[config.mk]
export PLATFORM = sky130hd
export DESIGN_NAME = yari_mem_arbiter_flat
export DESIGN_NICKNAME = d
export VERILOG_FILES = /design/src/rtl/yari_mem_arbiter_if.sv /design/src/rtl/yari_mem_arbiter.sv /design/src/flat_wrapper.sv
export SDC_FILE = /design/constraint.sdc
export NUM_CORES = 1
export LEC_CHECK = 0
export CAP_MARGIN = 20
export CORE_AREA = 2 2 158 160
export CTS_CLUSTER_DIAMETER = 60
export DETAILED_ROUTE_END_ITERATION = 8
export DIE_AREA = 0 0 160 162
export GPL_TIMING_DRIVEN = 0
export REMOVE_ABC_BUFFERS = 1
export SYNTH_ARGS = -nofsm -noshare
export SYNTH_HDL_FRONTEND = slang
export SYNTH_SLANG_ARGS = --single-unit
[constraint.sdc]
create_clock -name clock -period 8.85 [get_ports clock]
set_clock_uncertainty 0.05 [all_clocks]
set_input_delay 1.77 -clock clock [delete_from_list [all_inputs] [get_ports clock]]
set_output_delay 1.77 -clock clock [all_outputs]
set_load 0.005 [all_outputs]
[src/rtl/yari_mem_arbiter_if.sv]
// Bus bundles for the yari memory arbiter: one requester port and the shared memory port.
interface yari_port_if;
  logic [29:0] address;
  logic        read;
  logic        write;
  logic [31:0] writedata;
  logic [3:0]  writedatamask;
  logic        waitrequest;
  logic [31:0] readdata;
  logic        readdatavalid;

  modport master (output address, read, write, writedata, writedatamask,
                  input  waitrequest, readdata, readdatavalid);
  modport slave  (input  address, read, write, writedata, writedatamask,
                  output waitrequest, readdata, readdatavalid);
endinterface

interface yari_mem_if;
  logic [1:0]  id;
  logic [29:0] address;
  logic        read;
  logic        write;
  logic [31:0] writedata;
  logic [3:0]  writedatamask;
  logic        waitrequest;
  logic [31:0] readdata;
  logic [1:0]  readdataid;

  modport master (output id, address, read, write, writedata, writedatamask,
                  input  waitrequest, readdata, readdataid);
  modport slave  (input  id, address, read, write, writedata, writedatamask,
                  output waitrequest, readdata, readdataid);
endinterface

[src/rtl/yari_mem_arbiter.sv]
// Three-port memory arbiter: fixed priority with aging override, grant lock across
// waitrequest, ID-tagged read return routing and an outstanding-read cap.
module yari_mem_arbiter #(
  parameter int unsigned STARVE_LIMIT    = 8,
  parameter int unsigned MAX_OUTSTANDING = 4
) (
  input  logic       clock,
  input  logic       rst,
  yari_port_if.slave p0,
  yari_port_if.slave p1,
  yari_port_if.slave p2,
  yari_mem_if.master mem
);
  localparam logic [7:0] AGE_MAX = 8'(STARVE_LIMIT);
  localparam logic [3:0] OUT_MAX = 4'(MAX_OUTSTANDING);

  logic [2:0]  rd, wr, req, elig, aged, gnt, acc;
  logic [29:0] addr  [3];
  logic [31:0] wdata [3];
  logic [3:0]  wmask [3];
  logic [7:0]  age   [3];
  logic [3:0]  outstanding;
  logic        lock;
  logic [1:0]  lock_idx;
  logic [1:0]  sel;
  logic        gv;
  logic        accept, inc, dec;

  assign rd  = {p2.read,  p1.read,  p0.read};
  assign wr  = {p2.write, p1.write, p0.write};
  assign req = rd | wr;

  assign addr[0]  = p0.address;       assign addr[1]  = p1.address;       assign addr[2]  = p2.address;
  assign wdata[0] = p0.writedata;     assign wdata[1] = p1.writedata;     assign wdata[2] = p2.writedata;
  assign wmask[0] = p0.writedatamask; assign wmask[1] = p1.writedatamask; assign wmask[2] = p2.writedatamask;

  // Eligibility uses the registered count, so a same-cycle return frees the slot only next cycle.
  always_comb begin
    elig = '0;
    aged = '0;
    for (int i = 0; i < 3; i++) begin
      elig[i] = wr[i] | (rd[i] & (outstanding != OUT_MAX));
      aged[i] = elig[i] & (age[i] == AGE_MAX);
    end
  end

  always_comb begin
    sel = 2'd0;
    gv  = 1'b0;
    if (!rst) begin
      gv = 1'b0;
    end else if (lock) begin
      sel = lock_idx;
      gv  = 1'b1;
    end else if (aged != 3'b000) begin
      gv  = 1'b1;
      sel = aged[0] ? 2'd0 : (aged[1] ? 2'd1 : 2'd2);
    end else if (elig != 3'b000) begin
      gv  = 1'b1;
      sel = elig[0] ? 2'd0 : (elig[1] ? 2'd1 : 2'd2);
    end
  end

  assign gnt    = gv ? (3'b001 << sel) : 3'b000;
  assign accept = gv & (rd[sel] | wr[sel]) & ~mem.waitrequest;
  assign acc    = accept ? gnt : 3'b000;
  assign inc    = accept & rd[sel];
  assign dec    = (mem.readdataid != 2'd0) & (outstanding != 4'd0);

  assign mem.id            = gv ? (sel + 2'd1) : 2'd0;
  assign mem.address       = gv ? addr[sel]  : '0;
  assign mem.read          = gv & rd[sel];
  assign mem.write         = gv & wr[sel];
  assign mem.writedata     = gv ? wdata[sel] : '0;
  assign mem.writedatamask = gv ? wmask[sel] : '0;

  assign p0.waitrequest = ~gnt[0] | mem.waitrequest;
  assign p1.waitrequest = ~gnt[1] | mem.waitrequest;
  assign p2.waitrequest = ~gnt[2] | mem.waitrequest;

  assign p0.readdata = mem.readdata;
  assign p1.readdata = mem.readdata;
  assign p2.readdata = mem.readdata;
  assign p0.readdatavalid = (mem.readdataid == 2'd1);
  assign p1.readdatavalid = (mem.readdataid == 2'd2);
  assign p2.readdatavalid = (mem.readdataid == 2'd3);

  always_ff @(posedge clock) begin
    if (!rst) begin
      lock        <= 1'b0;
      lock_idx    <= 2'd0;
      outstanding <= 4'd0;
      for (int i = 0; i < 3; i++) age[i] <= 8'd0;
    end else begin
      lock <= gv & mem.waitrequest;
      if (gv & mem.waitrequest) lock_idx <= sel;

      if (inc & ~dec)      outstanding <= outstanding + 4'd1;
      else if (dec & ~inc) outstanding <= outstanding - 4'd1;

      for (int i = 0; i < 3; i++) begin
        if (!req[i] || acc[i])
          age[i] <= 8'd0;
        else if (elig[i] && !gnt[i] && age[i] != AGE_MAX)
          age[i] <= age[i] + 8'd1;
      end
    end
  end
endmodule

[src/flat_wrapper.sv]
// flat-port wrapper written by rule: the top's interface ports become plain ports
module yari_mem_arbiter_flat 
#(
  parameter int unsigned STARVE_LIMIT    = 8,
  parameter int unsigned MAX_OUTSTANDING = 4
)
  (clock, rst, p0_address, p0_read, p0_write, p0_writedata, p0_writedatamask, p0_waitrequest, p0_readdata, p0_readdatavalid, p1_address, p1_read, p1_write, p1_writedata, p1_writedatamask, p1_waitrequest, p1_readdata, p1_readdatavalid, p2_address, p2_read, p2_write, p2_writedata, p2_writedatamask, p2_waitrequest, p2_readdata, p2_readdatavalid, mem_id, mem_address, mem_read, mem_write, mem_writedata, mem_writedatamask, mem_waitrequest, mem_readdata, mem_readdataid);
  yari_port_if p0_i ();
  yari_port_if p1_i ();
  yari_port_if p2_i ();
  yari_mem_if mem_i ();
  input  logic clock;
  input  logic rst;
  input wire logic [$bits(p0_i.address)-1:0] p0_address;
  input wire logic [$bits(p0_i.read)-1:0] p0_read;
  input wire logic [$bits(p0_i.write)-1:0] p0_write;
  input wire logic [$bits(p0_i.writedata)-1:0] p0_writedata;
  input wire logic [$bits(p0_i.writedatamask)-1:0] p0_writedatamask;
  output wire logic [$bits(p0_i.waitrequest)-1:0] p0_waitrequest;
  output wire logic [$bits(p0_i.readdata)-1:0] p0_readdata;
  output wire logic [$bits(p0_i.readdatavalid)-1:0] p0_readdatavalid;
  input wire logic [$bits(p1_i.address)-1:0] p1_address;
  input wire logic [$bits(p1_i.read)-1:0] p1_read;
  input wire logic [$bits(p1_i.write)-1:0] p1_write;
  input wire logic [$bits(p1_i.writedata)-1:0] p1_writedata;
  input wire logic [$bits(p1_i.writedatamask)-1:0] p1_writedatamask;
  output wire logic [$bits(p1_i.waitrequest)-1:0] p1_waitrequest;
  output wire logic [$bits(p1_i.readdata)-1:0] p1_readdata;
  output wire logic [$bits(p1_i.readdatavalid)-1:0] p1_readdatavalid;
  input wire logic [$bits(p2_i.address)-1:0] p2_address;
  input wire logic [$bits(p2_i.read)-1:0] p2_read;
  input wire logic [$bits(p2_i.write)-1:0] p2_write;
  input wire logic [$bits(p2_i.writedata)-1:0] p2_writedata;
  input wire logic [$bits(p2_i.writedatamask)-1:0] p2_writedatamask;
  output wire logic [$bits(p2_i.waitrequest)-1:0] p2_waitrequest;
  output wire logic [$bits(p2_i.readdata)-1:0] p2_readdata;
  output wire logic [$bits(p2_i.readdatavalid)-1:0] p2_readdatavalid;
  output wire logic [$bits(mem_i.id)-1:0] mem_id;
  output wire logic [$bits(mem_i.address)-1:0] mem_address;
  output wire logic [$bits(mem_i.read)-1:0] mem_read;
  output wire logic [$bits(mem_i.write)-1:0] mem_write;
  output wire logic [$bits(mem_i.writedata)-1:0] mem_writedata;
  output wire logic [$bits(mem_i.writedatamask)-1:0] mem_writedatamask;
  input wire logic [$bits(mem_i.waitrequest)-1:0] mem_waitrequest;
  input wire logic [$bits(mem_i.readdata)-1:0] mem_readdata;
  input wire logic [$bits(mem_i.readdataid)-1:0] mem_readdataid;
  assign p0_i.address = p0_address;
  assign p0_i.read = p0_read;
  assign p0_i.write = p0_write;
  assign p0_i.writedata = p0_writedata;
  assign p0_i.writedatamask = p0_writedatamask;
  assign p0_waitrequest = p0_i.waitrequest;
  assign p0_readdata = p0_i.readdata;
  assign p0_readdatavalid = p0_i.readdatavalid;
  assign p1_i.address = p1_address;
  assign p1_i.read = p1_read;
  assign p1_i.write = p1_write;
  assign p1_i.writedata = p1_writedata;
  assign p1_i.writedatamask = p1_writedatamask;
  assign p1_waitrequest = p1_i.waitrequest;
  assign p1_readdata = p1_i.readdata;
  assign p1_readdatavalid = p1_i.readdatavalid;
  assign p2_i.address = p2_address;
  assign p2_i.read = p2_read;
  assign p2_i.write = p2_write;
  assign p2_i.writedata = p2_writedata;
  assign p2_i.writedatamask = p2_writedatamask;
  assign p2_waitrequest = p2_i.waitrequest;
  assign p2_readdata = p2_i.readdata;
  assign p2_readdatavalid = p2_i.readdatavalid;
  assign mem_id = mem_i.id;
  assign mem_address = mem_i.address;
  assign mem_read = mem_i.read;
  assign mem_write = mem_i.write;
  assign mem_writedata = mem_i.writedata;
  assign mem_writedatamask = mem_i.writedatamask;
  assign mem_i.waitrequest = mem_waitrequest;
  assign mem_i.readdata = mem_readdata;
  assign mem_i.readdataid = mem_readdataid;
  yari_mem_arbiter #(.STARVE_LIMIT(STARVE_LIMIT), .MAX_OUTSTANDING(MAX_OUTSTANDING)) u_core (.clock(clock), .rst(rst), .p0(p0_i), .p1(p1_i), .p2(p2_i), .mem(mem_i));
endmodule
# Word level (Yosys, flattened, before mapping)
# Memories as Yosys holds them, arrays and structs flattened.
# Index checks and enable logic that the tools add are counted.
[word_totals]
register_bits = 7
ram_bits = 24
input_bits = 241
output_inout_bits = 172
word_cells = 140
mem_count = 1
[memory_table]
columns = ["memory", "words", "word_bits", "rd", "rd_clocked_by_memory_dff", "wr", "line", "rtl"]
rows = [
  ["u_core.age", 3, 8, 3, 0, 3, "yari_mem_arbiter.sv:21", "logic [7:0] age [3];"],
]
[op_classes]
add_sub_neg = 6
n_lt_le_gt_ge = 2
n_eq_ne = 10
shifts = 1
muxes = 61
bitwise = 36
n_reduce_logical = 20
[op_table]
columns = ["cell", "count"]
rows = [
  ["two-way mux 32 bit", 3],
  ["two-way mux 30 bit", 3],
  ["binary-select mux 32 bit (select 2 bit)", 1],
  ["binary-select mux 30 bit (select 2 bit)", 1],
  ["two-way mux 8 bit", 6],
  ["two-way mux 1 bit", 28],
  ["adder 8 x 1 -> 8 bit (second input constant)", 3],
  ["equality test 8 x 4 -> 1 bit (second input constant)", 3],
  ["inequality test 8 x 4 -> 1 bit (second input constant)", 3],
  ["two-way mux 4 bit", 5],
  ["two-way mux 2 bit", 9],
  ["AND 1 bit", 15],
  ["bitwise OR 1 bit", 13],
  ["binary-select mux 4 bit (select 2 bit)", 1],
  ["logical AND 1 bit", 6],
  ["zero test 1 bit", 6],
  ["two-way mux 3 bit", 2],
  ["NOT 1 bit", 6],
  ["nonzero test 3 bit", 2],
  ["adder 4 x 1 -> 4 bit (second input constant)", 1],
  ["binary-select mux 1 bit (select 2 bit)", 2],
  ["equality test 2 bit (second input constant)", 2],
  ["inequality test 4 x 3 -> 1 bit (second input constant)", 1],
  ["nonzero test 2 bit", 2],
  ["10 further kinds", 12],
]

# Longest topological paths before layout
# Gate-level depths: netlist of the first run.
[depth]
ltp_word = 21
mapped_depth = 18
mapped_depth_nobuf = 17

# Worst setup path after synthesis of the first run
# No wires, ideal clock.
[synth_path]
path_kind = "in2out"
start = "in p1_read"
end = "out mem_address[10]"
arrival_ps = 3305
t_required_ps = 7030
path_slack_ps = 3725
stages = 8
path_buffers = 2
cell_sequence = "or2_2 -> a211oi_2 -> o221ai_1 -> o21ai_2 -> buf_2 -> buf_2 -> a22oi_1 -> nor2_1"
[synth_via]
elab_chain_len = 13
elab_cells_between_ends = 22
[synth_rtl]
columns = ["item", "line", "rtl"]
rows = [
  ["start: declaration", "flat_wrapper.sv:23", "input wire logic [$bits(p1_i.read)-1:0] p1_read;"],
  ["AND 1 bit *", "yari_mem_arbiter.sv:42", "elig[i] = wr[i] | (rd[i] & (outstanding != OUT_MAX));"],
  ["bitwise OR 1 bit *", "yari_mem_arbiter.sv:42", ""],
  ["two-way mux 2 bit / AND 1 bit (equally long branches)", "yari_mem_arbiter.sv:60, yari_mem_arbiter.sv:43", ""],
  ["two-way mux 2 bit, on equally long branches", "yari_mem_arbiter.sv:60, yari_mem_arbiter.sv:57", ""],
  ["two-way mux 2 bit, on equally long branches", "yari_mem_arbiter.sv:58, yari_mem_arbiter.sv:57", ""],
  ["two-way mux 2 bit", "yari_mem_arbiter.sv:55", "end else if (aged != 3'b000) begin"],
  ["two-way mux 2 bit", "yari_mem_arbiter.sv:52", "end else if (lock) begin"],
  ["two-way mux 2 bit", "yari_mem_arbiter.sv:50", "if (!rst) begin"],
  ["NOT 2 -> 3 bit (not written as such)", "yari_mem_arbiter.sv:71", "assign mem.address = gv ? addr[sel] : '0;"],
  ["binary-select mux 30 bit (select 2 bit)", "yari_mem_arbiter.sv:71", ""],
  ["two-way mux 30 bit (not written as such) (2 in series)", "yari_mem_arbiter.sv:71", ""],
  ["two-way mux 30 bit *", "yari_mem_arbiter.sv:71", ""],
  ["end: declaration", "flat_wrapper.sv:39", "output wire logic [$bits(mem_i.address)-1:0] mem_address;"],
]
# Mark *: on every way between the ends. The rest lies on a longest branch, timed or not. The select of a mux whose other input is x is not followed.

# Final worst setup path of the first run
[layout_path]
start = "in rst"
end = "out mem_address[15]"
[layout_via]
elab_chain_len = 6
elab_cells_between_ends = 7
[layout_rtl]
columns = ["item", "line", "rtl"]
rows = [
  ["start: declaration", "flat_wrapper.sv:13", "input logic rst;"],
  ["two-way mux 2 bit", "yari_mem_arbiter.sv:50", ""],
  ["NOT 2 -> 3 bit (not written as such)", "yari_mem_arbiter.sv:71", ""],
  ["binary-select mux 30 bit (select 2 bit)", "yari_mem_arbiter.sv:71", ""],
  ["two-way mux 30 bit (not written as such) (2 in series)", "yari_mem_arbiter.sv:71", ""],
  ["two-way mux 30 bit *", "yari_mem_arbiter.sv:71", ""],
]
# Marked as above.

==> results of run 1 <==
-- logic make-up after synthesis --
| kind of cell | after synthesis | share of synthesized area, % |
|---|---|---|
| flops | 31 | 18.2 |
| fa+ha+maj | 12 | 3.33 |
| buf+inv | 143 | 22.0 |
| xor+xnor | 21 | 3.88 |
| simple gates | 151 | 14.5 |
| compound gates | 100 | 16.3 |
| mux | 70 | 21.9 |
-- critical path: cells and delay by family --
| kind | cells | cell delay (ns) |
|---|---|---|
| buf+inv | 3 | 1.72 |
| compound gates | 3 | 1.34 |
| mux | 1 | 0.33 |
| simple gates | 1 | 0.07 |
-- power by group through the flow --
stage	Combinational, mW	Clock (mW)	Sequential, mW
after floorplan	0.225	0	0.207
after global placement	0.433	0	0.214
after detailed placement	0.436	0	0.214
after CTS	0.439	0.167	0.211
after global routing	0.473	0.172	0.216
final	0.435	0.164	0.212
-- registers in the layout, indices dropped and copies added (netlist names) --
| name | count |
|---|---|
| u_core.age | 24 |
| u_core.lock_idx | 2 |
| u_core.outstanding | 4 |
| u_core.lock | 1 |
-- cell type report --
class,instances,area [um^2]
clock buffer,7,133
clock inverter,1,5.00
fill,2630,16800
inverter,14,52.6
multi-input combinational,354,2870
sequential,31,861
tap,324,405
timing repair buffer,291,2980
-- path summary, 6_finish.rpt --
kind	from	cells past startpoint	endpoint
setup / recovery	rst	8	mem_address[15]
hold / removal	u_core.outstanding[3]	2	u_core.outstanding[3]
setup reg to reg	u_core.outstanding[0]	15	u_core.outstanding[3]
hold reg to reg	u_core.outstanding[3]	2	u_core.outstanding[3]
-- layout by cell type (no fill, tap or decap), types with 4 or more instances in the layout --
cell type,netlist,routed
o21ai_0,4,4
a22oi_1,67,67
ha_1,11,11
buf_12,7,5
nand2_1,7,7
edfxtp_1,24,24
inv_1,13,13
xnor2_1,9,9
and3_1,5,5
nor2_1,98,98
mux2_4,67,67
nand3_1,17,17
clkdlybuf4s50_1,0,284
dfxtp_1,7,7
nor2b_1,4,4
o211a_1,4,4
xor2_1,12,12
clkbuf_16,0,5
-- Yosys cell counts (4+ instances only) --
| cell | n | area (um^2) |
|---|---|---|
| edfxtp_1 | 24 | 721 |
| mux2_4 | 67 | 1010 |
| xnor2_1 | 9 | 78.8 |
| buf_2 | 16 | 80.1 |
| a22oi_1 | 67 | 503 |
| ha_1 | 11 | 138 |
| xor2_1 | 12 | 105 |
| nand2_1 | 7 | 26.3 |
| clkbuf_1 | 9 | 33.8 |
| inv_1 | 13 | 48.8 |
| o21ai_1 | 4 | 20.0 |
| o211a_1 | 4 | 40.0 |
| o21ai_0 | 4 | 20.0 |
| nor2b_1 | 4 | 25.0 |
| nand3_1 | 17 | 85.1 |
| buf_12 | 7 | 140 |
| and3_1 | 5 | 31.3 |
| dfxtp_1 | 7 | 140 |
| buf_4 | 96 | 721 |
| nor2_1 | 98 | 368 |
-- metal layers --
metal | part of all wire [%] | wire [um] | GRT usage [%] | vias to the layer above
met5 | 0.85 | 174 | 7.20 | -
met4 | 1.0 | 207 | 1.64 | 4
met3 | 13 | 2700 | 9.68 | 16
met2 | 44 | 8970 | 21.8 | 299
met1 | 41 | 8490 | 17.6 | 2092
li1 | - | - | - | 2112
==> results_dict.tcl, run 1 <==
set metrics [dict create \
    gp_congestion 0.728 \
    ys_seq_area_share_pct 18.2 \
    min_path_type "flop to flop" \
    peakVddDrop_v 0.0000749 \
    drc 0 \
    power_density_nw_per_um2 111 \
    slew_headroom_pct 37.7 \
    wl_per_cell_um 20.1 \
    netlist_instances 528 \
    vias 4523 \
    die_x_um 160 \
    insertion_delay_ns 0.28 \
    synth_async_sr_flop_share_pct 0 \
    p_leak_nw 2.88 \
    p_switching_uw 251 \
    yosysUniqueCellTypes 50 \
    dpl.hpwl_mm 16.7 \
    yosys_most_used_dff "edfxtp_1" \
    globalRouteOverflowTotal 0 \
    end_kind "output pin" \
    required_ns 7.03 \
    fin_tns_setup_ns 0 \
    status "finished, final reports clean" \
    fin_ws_ns 1.72 \
    final_max_slew_viol_count 0 \
    cts_buffers 5 \
    cts_tree "yes" \
    via_per_inst 4.43 \
    cp_slowest_cell "clkdlybuf4s50_1" \
    p_int_uw 559 \
    cts-root-buf "clkbuf_16" \
    clockPowerShare_pct 20.2 \
    arrival_ns 5.31 \
    io_pins 413 \
    synth_area_um2 4740 \
    synth_warnings 0 \
    timing.hold.ws_ns 0.468 \
    port_buffers 284 \
    wl_mm 20.5 \
    first_pass_iters 6 \
    postCtsSetupRepairBufs 0 \
    placed_cell_area_um2 7160 \
    crit_top_cell "clkdlybuf4s50_1" \
    ant_nets 0 \
    stdcell_count 1022 \
    start_kind "primary input" \
    core.rowCount 57 \
    max_slew.worst_pin.slew_ns 0.935 \
    maxClockFrequency_ghz 0.140 \
    setup_viol 0 \
    worstSetupPathType "primary input to output pin" \
    htree_levels 2 \
    cpPeakStageDelay_ns 0.95 \
    drt_iter0_markers 195 \
    dp.cells 1014 \
    core_um2 24100 \
    clkSinkCount 31 \
    avgSynthCellArea_um2 8.98 \
    finalHoldViolCount 0 \
    die-area_um2 25900 \
    crit_fanout 38 \
    area_growth_pct 54.0 \
    clkTransAtPathRegs_ns 0.05 \
    utilization_pct 30.3 \
    initial_core_util_pct 19.7 \
    grt_pass1_vias 4643 \
    synth-edff-count 24 \
    sw_frac_of_total_pct 31.0 \
    p_seq_share_pct 26.1 \
    die_height_um 162 \
    grt_pass1_wl_mm 29.1 \
    pre_cts_ws_ns 1.68 \
    final_nets 950 \
    grt.total_usage_pct 14.6 \
    finalInstanceArea_um2 7300 \
    p_comb_share_pct 53.7 \
    rrSetupSlack_ns 4.30 \
    finalCritPeriodShare_pct 80.6 \
    clockBufferDepth 2 \
    ys_seq_elements 31 \
    antenna_found_initial 0 \
    maxCapViolations 0 \
    fin_crit_ns 7.13 \
    rsz0062_at_grt "no" \
    hold_buffers 0 \
    grt_max_degree 39 \
    cts_resized 0 \
    crit_chain "clkdlybuf4s50_1 > o221ai_1 > o21ba_4 > buf_16 > mux2_4 > a22oi_1 > nor2_1 > clkdlybuf4s50_1" \
    drive_above_1_share_pct 13.8 \
    antenna_cells 0 \
    p_total_uw 810 \
]
No activity file was read; power rests on OpenSTA's default activity.
==> run 2: changes to the inputs <==
==> constraint.sdc (replaced) <==
create_clock -name clock -period 6.9 [get_ports clock]
set_clock_uncertainty 0.05 [all_clocks]
set_input_delay 1.38 -clock clock [delete_from_list [all_inputs] [get_ports clock]]
set_output_delay 1.38 -clock clock [all_outputs]
set_load 0.005 [all_outputs]
==> results of run 2 <==
The final DEF is identical to that of run 1. Status: finished, final reports clean.
Among the figures that moved: setup slack after placement 1.68 ns -> 0.512 ns; setup slack after layout 1.72 ns -> 0.551 ns; register-to-register setup slack 4.30 ns -> 2.35 ns; total power 0.810 mW -> 1.04 mW; worst IR drop on VDD 0.0000749 V -> 0.0000961 V
